--- src/rtl/mem_arb_pkg.sv ---
// -----------------------------------------------------------------------------
// mem_arb_pkg
// Shared definitions for the instruction/data SRAM port arbiter:
//   - resp_e      : owner of the read response returning one cycle after a grant
//   - ARB_*       : default widths and streak limit used by the arbiter modules
//   - STREAK_W    : width of the data-grant streak counter (limit range 1..15)
// Optional feature macro used by the top: MEM_ARB_PERF_CNT_EN.
// -----------------------------------------------------------------------------
package mem_arb_pkg;

    typedef enum logic [1:0] {
        RESP_NONE = 2'd0,
        RESP_INST = 2'd1,
        RESP_DATA = 2'd2
    } resp_e;

    localparam int ARB_ADDR_W     = 32;
    localparam int ARB_DATA_W     = 32;
    localparam int ARB_MAX_STREAK = 4;
    localparam int STREAK_W       = 4;

endpackage : mem_arb_pkg

--- src/rtl/mem_arb_prio.sv ---
// -----------------------------------------------------------------------------
// mem_arb_prio
// Grant selection between the instruction and data requesters, plus the
// streak counter that bounds how long data traffic may keep instruction fetch
// waiting. Grants are purely combinational; only the streak is registered.
//
// Ports:
//   clk       in   clock
//   reset     in   synchronous active-low reset (0 = reset); blocks all grants
//   inst_req  in   instruction request pending
//   data_req  in   data request pending
//   gnt_inst  out  instruction request wins this cycle
//   gnt_data  out  data request wins this cycle (never together with gnt_inst)
// -----------------------------------------------------------------------------
module mem_arb_prio
    import mem_arb_pkg::*;
#(
    parameter int MAX_DATA_STREAK = ARB_MAX_STREAK
) (
    input  logic clk,
    input  logic reset,
    input  logic inst_req,
    input  logic data_req,
    output logic gnt_inst,
    output logic gnt_data
);

    localparam logic [STREAK_W-1:0] STREAK_MAX = STREAK_W'(MAX_DATA_STREAK);

    logic [STREAK_W-1:0] streak_q;
    logic [STREAK_W-1:0] streak_d;
    logic                streak_full;

    // Once data has won STREAK_MAX times in a row over a waiting fetch,
    // the fetch gets the next slot.
    assign streak_full = (streak_q == STREAK_MAX);

    always_comb begin
        gnt_inst = 1'b0;
        gnt_data = 1'b0;
        if (reset) begin
            if (data_req && !(inst_req && streak_full)) begin
                gnt_data = 1'b1;
            end else if (inst_req) begin
                gnt_inst = 1'b1;
            end
        end
    end

    // The streak only measures how long a *waiting* fetch has been passed
    // over, so it restarts whenever fetch is idle or gets served.
    always_comb begin
        streak_d = streak_q;
        if (gnt_inst || !inst_req) begin
            streak_d = '0;
        end else if (gnt_data && !streak_full) begin
            streak_d = streak_q + 1'b1;
        end
    end

    always_ff @(posedge clk) begin
        if (!reset) begin
            streak_q <= '0;
        end else begin
            streak_q <= streak_d;
        end
    end

endmodule : mem_arb_prio

--- src/rtl/mem_port_arbiter.sv ---
// -----------------------------------------------------------------------------
// mem_port_arbiter
// Shares one synchronous, write-first, single-port SRAM between the
// instruction-fetch requester and the memory-stage data requester. At most
// one request is granted per cycle; the SRAM port is driven combinationally
// from the winner, and the response returning one cycle later is routed back
// to whichever requester owned the grant. A new grant may be issued in the
// same cycle a response returns, so throughput is one access per cycle.
//
// Ports:
//   clk, reset                  clock; synchronous active-low reset (0 = reset)
//   inst_req/inst_addr          instruction read request (held until addr_ok)
//   inst_addr_ok                instruction request granted this cycle
//   inst_data_ok/inst_rdata     instruction read data, one cycle after grant
//   data_req/data_wr/data_wstrb data request: store when data_wr=1
//   data_addr/data_wdata        data address and store data
//   data_addr_ok                data request granted this cycle
//   data_data_ok/data_rdata     load data / store complete, one cycle after grant
//   sram_en/sram_we/sram_addr/sram_wdata  SRAM request port
//   sram_rdata                  SRAM read data, valid one cycle after sram_en
//   perf_inst_stall, perf_data_grant      only with MEM_ARB_PERF_CNT_EN defined
//
// Optional feature: define MEM_ARB_PERF_CNT_EN to add two 32-bit wrapping
// performance counters (fetch stall cycles, data grants).
// -----------------------------------------------------------------------------
module mem_port_arbiter
    import mem_arb_pkg::*;
#(
    parameter int ADDR_W          = ARB_ADDR_W,
    parameter int DATA_W          = ARB_DATA_W,
    parameter int MAX_DATA_STREAK = ARB_MAX_STREAK
) (
    input  logic                clk,
    input  logic                reset,

    input  logic                inst_req,
    input  logic [ADDR_W-1:0]   inst_addr,
    output logic                inst_addr_ok,
    output logic                inst_data_ok,
    output logic [DATA_W-1:0]   inst_rdata,

    input  logic                data_req,
    input  logic                data_wr,
    input  logic [DATA_W/8-1:0] data_wstrb,
    input  logic [ADDR_W-1:0]   data_addr,
    input  logic [DATA_W-1:0]   data_wdata,
    output logic                data_addr_ok,
    output logic                data_data_ok,
    output logic [DATA_W-1:0]   data_rdata,

    output logic                sram_en,
    output logic [DATA_W/8-1:0] sram_we,
    output logic [ADDR_W-1:0]   sram_addr,
    output logic [DATA_W-1:0]   sram_wdata,
`ifdef MEM_ARB_PERF_CNT_EN
    output logic [31:0]         perf_inst_stall,
    output logic [31:0]         perf_data_grant,
`endif
    input  logic [DATA_W-1:0]   sram_rdata
);

    logic  gnt_inst;
    logic  gnt_data;
    resp_e resp_q;
    resp_e resp_d;

    mem_arb_prio #(
        .MAX_DATA_STREAK (MAX_DATA_STREAK)
    ) u_prio (
        .clk      (clk),
        .reset    (reset),
        .inst_req (inst_req),
        .data_req (data_req),
        .gnt_inst (gnt_inst),
        .gnt_data (gnt_data)
    );

    assign inst_addr_ok = gnt_inst;
    assign data_addr_ok = gnt_data;

    // SRAM request port follows the winner; idle port is driven to all zeros
    // so nothing downstream sees stale addresses or data.
    always_comb begin
        sram_en    = 1'b0;
        sram_we    = '0;
        sram_addr  = '0;
        sram_wdata = '0;
        if (gnt_inst) begin
            sram_en   = 1'b1;
            sram_addr = inst_addr;
        end else if (gnt_data) begin
            sram_en    = 1'b1;
            sram_we    = data_wr ? data_wstrb : '0;
            sram_addr  = data_addr;
            sram_wdata = data_wdata;
        end
    end

    // Owner of the response that the SRAM will present next cycle.
    always_comb begin
        resp_d = RESP_NONE;
        if (gnt_inst) begin
            resp_d = RESP_INST;
        end else if (gnt_data) begin
            resp_d = RESP_DATA;
        end
    end

    always_ff @(posedge clk) begin
        if (!reset) begin
            resp_q <= RESP_NONE;
        end else begin
            resp_q <= resp_d;
        end
    end

    // Gated with reset so a response already in flight when reset lands is
    // suppressed immediately instead of leaking out during the reset cycle.
    assign inst_data_ok = reset && (resp_q == RESP_INST);
    assign data_data_ok = reset && (resp_q == RESP_DATA);

    // Read data needs no muxing: only one owner can be outstanding.
    assign inst_rdata = sram_rdata;
    assign data_rdata = sram_rdata;

`ifdef MEM_ARB_PERF_CNT_EN
    logic [31:0] perf_inst_stall_q;
    logic [31:0] perf_inst_stall_d;
    logic [31:0] perf_data_grant_q;
    logic [31:0] perf_data_grant_d;

    always_comb begin
        perf_inst_stall_d = perf_inst_stall_q;
        perf_data_grant_d = perf_data_grant_q;
        if (inst_req && !gnt_inst) begin
            perf_inst_stall_d = perf_inst_stall_q + 32'd1;
        end
        if (gnt_data) begin
            perf_data_grant_d = perf_data_grant_q + 32'd1;
        end
    end

    always_ff @(posedge clk) begin
        if (!reset) begin
            perf_inst_stall_q <= '0;
            perf_data_grant_q <= '0;
        end else begin
            perf_inst_stall_q <= perf_inst_stall_d;
            perf_data_grant_q <= perf_data_grant_d;
        end
    end

    assign perf_inst_stall = perf_inst_stall_q;
    assign perf_data_grant = perf_data_grant_q;
`endif

endmodule : mem_port_arbiter

--- config.mk ---
export PLATFORM = sky130hd
export DESIGN_NAME = mem_port_arbiter
export DESIGN_NICKNAME = d
export VERILOG_FILES = /design/src/rtl/mem_arb_pkg.sv /design/src/rtl/mem_arb_prio.sv /design/src/rtl/mem_port_arbiter.sv
export SDC_FILE = /design/constraint.sdc
export NUM_CORES = 1
export LEC_CHECK = 0
export ABC_AREA = 0
export BUFFER_PORTS_ARGS = -buffer_cell sky130_fd_sc_hd__buf_2
export CAP_MARGIN = 20
export CORE_AREA = 2 2 105 107
export DETAILED_ROUTE_END_ITERATION = 12
export DIE_AREA = 0 0 107 109
export PLACE_DENSITY_LB_ADDON = 0.2
export SLEW_MARGIN = 15
export SYNTH_ARGS = -nofsm -noshare
export SYNTH_HDL_FRONTEND = slang
export SYNTH_SLANG_ARGS = --single-unit
--- constraint.sdc ---
create_clock -name clk -period 1.6 [get_ports clk]
set_input_delay 0.08 -clock clk [delete_from_list [all_inputs] [get_ports clk]]
set_output_delay 0.08 -clock clk [all_outputs]
set_load 0.02 [all_outputs]
==> flow_summary.yaml, run 1 <==
job:
  max_cap_violations: 0
global_route:
  antenna_found_initial: 0
  grt_pass1_wl_um: 8700
  grt_max_degree: 18
  grt_pass1_vias: 1635
  grt_overflow: 0
  grtUsageTotal: 0.0978
sta:
  drv_slew: 0
  period_minus_slack_ns: 1.79
  setup_slack_ns: -0.195
  hold_viol: 0
  finalCritPeriodShare: 1.12
  max_freq_mhz: 557
  fin_setup_tns_ns: -9.34
  rsz0062_at_grt: "yes"
  hold-worst-slack_ns: 0.160
  skew_ns: 0.000765
  setup_viol: 67
  worstMarginPinSlew_ns: 0.470
  slew_headroom: 0.687
route:
  dr.first_iter.drc_count: 61
  wl_per_cell_um: 14.8
  vias_per_cell: 3.89
  ant_nets: 0
  drtPass1Iterations: 4
  drcViolationCount: 0
  via_count: 1694
  wl_um: 6460
run_status:
  run_status: "finished, violations left"
  violations: "negative setup slack"
clocking:
  insertion_delay_ns: 0.22
  clockBufferDepth: 2
  clk_pin_slew_ns: 0.03
  tritoncts: "yes"
  cts_buffers: 3
  htreeDepth: 1
  clock-root-buffer: "clkbuf_8"
  cts.sinks: 6
synthesis:
  synth_area_leader_cell: "buf_4"
  synth.top_cell.area_share: 0.359
  synth-main-ff-cell: "dfxtp_1"
  synthArstFlopShare: 0
  synth_area_mm2: 0.00134
  synth_seq_cells: 6
  synth_area_leaders: "buf_4 36%, a22o_1 21%, and2_1 15%"
  synth.yosys.warnings: 0
  syn-instance-count: 173
  post_synth.cell_area_avg_um2: 7.75
  synth_fp_nets: 312
  synth-seq-area-share: 0.0896
  ys_types: 23
  synth_edf_count: 0
min_path:
  hold_path_end: "data_rdata[20]"
  hp-start: "sram_rdata[20]"
  min_path_cells: 0
  hold_path_class: "in2out"
setup_path:
  crit_slowest_cell: "dfxtp_2"
  worstReg2RegEnd: "u_prio.streak_q[1]"
  arrival_ns: 1.71
  cp-start-kind: "flop"
  critPathCaptureType: "output pin"
  crit_type: "reg2out"
  max_stage_delay_ns: 0.31
  cpMostUsedCell: "buf_6"
  cp_max_fo: 17
  r2r_slack_ns: 0.40
  required_ns: 1.52
  cp_cell_sequence: "inv_2 -> ha_4 -> nand3b_4 -> buf_6 -> a21oi_4 -> buf_12 -> a22o_1 -> buf_6"
  reg2regPathDepth: 6
  crit-reg2reg-launch: "u_prio.streak_q[0]"
final_layout:
  fillerInstances: 1209
  final_common_cell: "buf_2"
  nets: 437
  drive_gt1_frac: 0.699
  multi_input_area_um2: 803
  layout_common_cells: "141 x buf_2, 37 x buf_6, 32 x a22o_1, 30 x and2_1, 8 x buf_4"
  antenna_cells: 0
  seqCellArea_um2: 121
  syn_to_final_growth_pct: 77.5
pwr:
  peakVddDrop_mv: 0.158
  p_per_area_mw_per_mm2: 407
  finalPower_mw: 0.967
  leakagePower_nw: 1.30
floorplan:
  start_util: 0.126
  die_w_um: 107
  core_area_mm2: 0.0106
  die_h_um: 109
  die_area_mm2: 0.0117
  ios: 274
  rows: 38
placed_design:
  dpl.hpwl_um: 3950
  gp_congestion: 0.660
  port_buffers: 177
[what timing repair did]
item,CTS,global route
gates resized for setup,79,10
setup endpoints to repair,70,70
pin swaps,10,2
endpoints found under the hold margin,0,0
buffers inserted,5,2
gates cloned,7,0
hold buffers,0,0
[worst max path at each step]
| stage | startpoint | end | slack (ns) | cells past startpoint |
|---|---|---|---|---|
| after floorplan | u_prio.streak_q[0] | sram_addr[10] | 0.06 | 6 |
| after global placement | u_prio.streak_q[0] | sram_addr[20] | -0.20 | 6 |
| after detailed placement | u_prio.streak_q[0] | sram_addr[20] | -0.21 | 6 |
| after CTS | u_prio.streak_q[1] | sram_addr[27] | -0.24 | 9 |
| after global routing | u_prio.streak_q[1] | sram_addr[20] | -0.28 | 8 |
| final | u_prio.streak_q[1] | sram_addr[20] | -0.19 | 8 |
[synthesized netlist by cell type, drive strengths merged, types with 2 or more instances]
| library cell | instances |
|---|---|
| and2 | 32 |
| nand2 | 2 |
| o211a | 2 |
| ha | 2 |
| nor2 | 6 |
| a22o | 32 |
| dfxtp | 6 |
| buf | 69 |
| and3 | 4 |
| inv | 4 |
| clkbuf | 5 |
| a21oi | 2 |
[routing by layer]
layer | up-vias | wire length (µm) | track usage
met1 | 778 | 2650 | 0.122
met5 | - | 0 | 0
li1 | 790 | - | -
met4 | 0 | 62 | 0.0223
met2 | 113 | 3270 | 0.174
met3 | 13 | 469 | 0.0191
[critical path: cells and delay by family, from the launching register on]
family / cells / cell delay [ns]
AND/OR/NAND/NOR: 1 / 0.11
flip-flops: 1 / 0.31
AO/OA/AOI/OAI: 2 / 0.39
buffers and inverters: 4 / 0.52
adder cells (fa/ha/maj): 1 / 0.14
[kinds of logic after synthesis]
family          Yosys count  share of synthesized area
buf+inv                  78                      0.412
simple gates             48                      0.220
compound gates           37                      0.246
flops                     6                     0.0896
fa+ha+maj                 2                     0.0187
xor+xnor                  1                    0.00654
mux                       1                    0.00747
[per-stage QoR]
step           cell area (µm²)   util  setup WS (ns)  instances
3_5_place_dp              1910  0.180         -0.211        420
6_report                  2380  0.224         -0.195        436
3_3_place_gp              1910  0.180         -0.197        420
2_1_floorplan             1340      -         0.0587        173
4_1_cts                   2360  0.222         -0.237        435
5_1_grt                   2380  0.224         -0.277        436
[cell type report]
type                       count  area share
timing repair buffer         188       0.514
tap                          140      0.0736
multi-input combinational     95       0.338
clock buffer                   3      0.0174
inverter                       4     0.00631
sequential                     6      0.0510
[where the power goes]
group	switching [mW]	internal [mW]	total (mW)	leakage, nW
Sequential	0.00184	0.154	0.156	0.0494
Combinational	0.290	0.296	0.586	1.23
Clock	0.0638	0.161	0.225	0.0216
Total	0.356	0.612	0.967	1.30
[registers in the layout, indices dropped and copies added (netlist names)]
name and count:
u_prio.streak_q 4, resp_q 2
Power figures use the tool's default switching activity.
==> run 2, diff against run 1 <==
--- a/config.mk
+++ b/config.mk
@@ -11,7 +11,7 @@
 export CORE_AREA = 2 2 105 107
 export DETAILED_ROUTE_END_ITERATION = 12
 export DIE_AREA = 0 0 107 109
-export PLACE_DENSITY_LB_ADDON = 0.2
+export PLACE_DENSITY = 0.43
 export SLEW_MARGIN = 15
 export SYNTH_ARGS = -nofsm -noshare
 export SYNTH_HDL_FRONTEND = slang
==> flow_summary.yaml, run 2 (same netlist as run 1, synthesis figures left out) <==
floorplan:
  start_util: 0.126
  ios: 274
  die_w_um: 107
  core_area_mm2: 0.0106
  die_h_um: 109
  die_area_mm2: 0.0117
  rows: 38
pwr:
  peakVddDrop_mv: 0.262
  leakagePower_nw: 1.30
  p_per_area_mw_per_mm2: 414
placed_design:
  port_buffers: 177
  gp_congestion: 0.711
  dp.cells: 420
  dpl.hpwl_um: 4600
final_layout:
  regMostFlops: "u_prio.streak_q"
  largest_reg_flops: 4
  drive_gt1_frac: 0.703
  layout_common_cells: "142 x buf_2, 38 x buf_6, 32 x a22o_1, 31 x and2_1"
  fin_cells: 436
  final_common_cell: "buf_2"
  nets: 437
  reg_top3: "u_prio.streak_q (4), resp_q (2)"
  antenna_cells: 0
  fin_util: 0.222
  fillerInstances: 1190
  syn_to_final_growth_pct: 75.8
clocking:
  ctsHoldBuffers: 0
  clockBufferDepth: 2
  clock-root-buffer: "clkbuf_8"
  clk_pin_slew_ns: 0.04
  cts_buffers: 3
  tritoncts: "yes"
  insertion_delay_ns: 0.22
  cts.sinks: 6
  htreeDepth: 1
run_status:
  violations: "negative setup slack"
  run_status: "finished, violations left"
sta:
  rsz0062_at_grt: "yes"
  worstMarginPinSlew_ns: 0.435
  max_freq_mhz: 551
  slew_headroom: 0.710
  setup_viol: 70
  period_minus_slack_ns: 1.82
  fin_setup_tns_ns: -11.56
  skew_ns: 0.00209
  setup_slack_ns: -0.217
  finalCritPeriodShare: 1.14
  drv_slew: 0
  hold_viol: 0
setup_path:
  cpMostUsedCell: "buf_6"
  r2r_slack_ns: 0.31
  max_stage_delay_ns: 0.31
  timing.critical_path.buf_inv: 4
  crit_slowest_cell: "dfxtp_2"
  cp_cell_sequence: "inv_2 -> ha_4 -> nand3b_4 -> buf_4 -> buf_6 -> o211a_4 -> a22o_1 -> buf_6"
  cp.depth: 8
  worstReg2RegEnd: "u_prio.streak_q[1]"
  required_ns: 1.52
  path_delay_family: "compound AO/OA/AOI/OAI gates"
  crit_type: "reg2out"
  reg2regPathDepth: 7
  critPathCaptureType: "output pin"
  cp_max_fo: 5
  arrival_ns: 1.74
  worstSetupStartpoint: "u_prio.streak_q[0]"
  cp-endpoint: "sram_addr[3]"
  crit-reg2reg-launch: "u_prio.streak_q[1]"
  cp-start-kind: "flop"
route:
  drcViolationCount: 0
  dr.first_iter.drc_count: 61
  vias_per_cell: 3.94
  ant_nets: 0
  via_count: 1717
  wl_per_cell_um: 17.1
  drtPass1Iterations: 4
  wl_um: 7440
job:
  max_cap_violations: 0
global_route:
  grt_pass1_vias: 1662
  grt_pass1_wl_um: 9520
  grt_overflow: 0
  antenna_found_initial: 0
  grt_max_degree: 35
  grtUsageTotal: 0.110
min_path:
  min_path_cells: 0
  hold_path_class: "in2out"
[run 2: area by class of cell]
type | count | area, µm² | share of cell area
inverters | 4 | 15.0 | 0.00637
flip-flops and latches | 6 | 123 | 0.0520
multi-input cells | 95 | 783 | 0.332
clock buffers | 3 | 41.3 | 0.0175
well taps | 140 | 175 | 0.0743
repair buffers | 188 | 1220 | 0.517
[run 2: what timing repair did]
action	CTS	global route
buffers inserted	7	1
pin swaps	12	11
gates resized for setup	81	9
cloned	6	2
endpoints found under the setup margin	70	70
[run 2: where the power goes]
| group | internal, mW | leakage, nW | total [mW] | switching (mW) |
|---|---|---|---|---|
| sequential | 0.154 | 0.0498 | 0.156 | 0.00200 |
| combinational | 0.286 | 1.23 | 0.587 | 0.300 |
| clock | 0.162 | 0.0216 | 0.231 | 0.0694 |
| total | 0.602 | 1.30 | 0.974 | 0.372 |
[run 2: worst min path at each step]
stage                               from              to  slack (ns)
after floorplan                 data_req       resp_q[0]        0.17
after global placement     sram_rdata[4]   data_rdata[4]        0.16
after detailed placement   sram_rdata[4]   data_rdata[4]        0.16
after CTS                  sram_rdata[4]   data_rdata[4]        0.16
after global routing       sram_rdata[6]   data_rdata[6]        0.16
final                     sram_rdata[11]  data_rdata[11]        0.16
[run 2: routing by layer]
metal | up-vias | GRT usage | routed length, µm
li1 | 793 | - | -
met1 | 801 | 0.125 | 2850
met2 | 100 | 0.210 | 3930
met3 | 23 | 0.0233 | 513
met4 | 0 | 0.0250 | 144
met5 | - | 0 | 0
[run 2: stage by stage]
step / power, mW / hold slack (ns) / area, µm² / worst slack (ns)
2_1_floorplan: 0.627 / 0.171 / 1340 / 0.0587
3_3_place_gp: 0.629 / 0.160 / 1910 / -0.149
3_5_place_dp: 0.627 / 0.160 / 1910 / -0.187
4_1_cts: 0.985 / 0.160 / 2370 / -0.270
5_1_grt: 1.04 / 0.160 / 2360 / -0.329
6_report: 0.974 / 0.160 / 2360 / -0.217
==> run 3, diff against run 2 <==
--- a/config.mk
+++ b/config.mk
@@ -9,6 +9,7 @@
 export BUFFER_PORTS_ARGS = -buffer_cell sky130_fd_sc_hd__buf_2
 export CAP_MARGIN = 20
 export CORE_AREA = 2 2 105 107
+export CTS_BUF_LIST = sky130_fd_sc_hd__clkbuf_2
 export DETAILED_ROUTE_END_ITERATION = 12
 export DIE_AREA = 0 0 107 109
 export PLACE_DENSITY = 0.43
==> flow_summary.yaml, run 3 (same netlist as run 1, synthesis figures left out) <==
floorplan:
  core_area_mm2: 0.0106
  die_area_mm2: 0.0117
  start_util: 0.126
  ios: 274
  die_w_um: 107
  die_h_um: 109
  rows: 38
pwr:
  leakagePower_nw: 1.30
  internal-power_mw: 0.498
  p_sw_frac: 0.425
  p_sw_mw: 0.368
  pwr-share-seq: 0.179
  p_per_area_mw_per_mm2: 366
  pwr-share-clk: 0.131
  peakVddDrop_mv: 0.155
  power.share.combinational: 0.689
sta:
  rsz0062_at_grt: "yes"
  setup_slack_ns: -0.260
  hold_viol: 0
  max_freq_mhz: 538
  fin_setup_tns_ns: -13.57
  slew_headroom: 0.692
  worstMarginPinSlew_ns: 0.462
  period_minus_slack_ns: 1.86
  setup_viol: 70
  skew_ns: 0.00736
  drv_slew: 0
  finalCritPeriodShare: 1.16
route:
  via_count: 1738
  vias_per_cell: 3.98
  dr.first_iter.drc_count: 35
  drcViolationCount: 0
  wl_um: 7550
  drtPass1Iterations: 4
  ant_nets: 0
  wl_per_cell_um: 17.3
placed_design:
  port_buffers: 177
  dp_slack_ns: -0.187
  dpl.hpwl_um: 4600
  place_area_mm2: 0.00191
  gp_congestion: 0.711
clocking:
  cts_buffers: 3
  tritoncts: "yes"
  insertion_delay_ns: 0.23
  cts.sinks: 6
  clk_pin_slew_ns: 0.07
  clock-root-buffer: "clkbuf_2"
  clockBufferDepth: 2
  htreeDepth: 1
setup_path:
  crit_type: "reg2out"
  cpMostUsedCell: "buf_6"
  critPathCaptureType: "output pin"
  cp-start-kind: "flop"
  cp_max_fo: 5
  crit_slowest_cell: "dfxtp_2"
  arrival_ns: 1.78
  path_delay_family: "compound AO/OA/AOI/OAI gates"
  max_stage_delay_ns: 0.32
  required_ns: 1.52
  r2r_slack_ns: 0.32
  cp_cell_sequence: "inv_2 -> ha_4 -> nand3b_4 -> buf_4 -> buf_6 -> o211a_4 -> a22o_1 -> buf_6"
  timing.critical_path.buf_inv: 4
run_status:
  violations: "negative setup slack"
  run_status: "finished, violations left"
final_layout:
  nets: 438
  syn_to_final_growth_pct: 76.6
  fillerInstances: 1195
  design_area_mm2: 0.00237
  largest_reg_flops: 4
  drive_gt1_frac: 0.714
  final_common_cell: "buf_2"
  layout_common_cells: "136 x buf_2, 41 x buf_6, 32 x a22o_1, 28 x and2_1, 9 x buf_4"
  antenna_cells: 0
  reg_top3: "u_prio.streak_q (4), resp_q (2)"
  regMostFlops: "u_prio.streak_q"
  fin_util: 0.223
min_path:
  hold_path_class: "in2out"
global_route:
  grtUsageTotal: 0.110
  grt_max_degree: 35
  grt_pass1_wl_um: 9520
  grt_pass1_vias: 1661
  grt_overflow: 0
  antenna_found_initial: 0
job:
  max_cap_violations: 0
## run 3: cell types whose count changed in the layout (fill, tap and decap cells not counted), sizes merged
cell   change
o211a      +1
## run 3: power by group through the flow
| stage | registers [mW] | logic (mW) | clock network, mW |
|---|---|---|---|
| 2_1_floorplan | 0.158 | 0.469 | 0 |
| 3_3_place_gp | 0.158 | 0.471 | 0 |
| 3_5_place_dp | 0.158 | 0.469 | 0 |
| 4_1_cts | 0.155 | 0.593 | 0.117 |
| 5_1_grt | 0.156 | 0.638 | 0.131 |
| 6_report | 0.155 | 0.596 | 0.114 |
## run 3: area by class of cell
class                      instances  area [µm²]  share of cell area
multi-input combinational         96         793               0.335
inverter                           4        15.0             0.00635
clock buffer                       3        15.0             0.00635
sequential                         6         123              0.0518
tap                              140         175              0.0740
timing repair buffer             188        1240               0.526
## run 3: timing repair
item	in CTS	in global routing
pin swaps	13	13
endpoints found under the setup margin	70	70
resized for setup	84	17
cloned	6	3
hold buffers	0	0
buffers inserted	7	1
## run 3: per-stage QoR
step	std cells	power [mW]	hold slack (ns)
final	437	0.865	0.160
after global routing	437	0.925	0.160
after CTS	436	0.864	0.160
after detailed placement	420	0.627	0.160
after global placement	420	0.629	0.160
after floorplan	173	0.627	0.171
## run 3: per-layer routing
metal | up-vias | part of all wire | track usage
met5 | - | 0 | 0
met1 | 815 | 0.39 | 0.124
li1 | 794 | - | -
met4 | 0 | 0.022 | 0.0278
met3 | 27 | 0.067 | 0.0233
met2 | 102 | 0.52 | 0.210
## run 3: worst paths after layout
check                     startpoint                 end  cells after the start
setup / recovery  u_prio.streak_q[0]       sram_addr[19]                      8
hold / removal        sram_rdata[11]      data_rdata[11]                      0
setup reg to reg  u_prio.streak_q[0]  u_prio.streak_q[1]                      7
hold reg to reg   u_prio.streak_q[0]  u_prio.streak_q[0]                      2
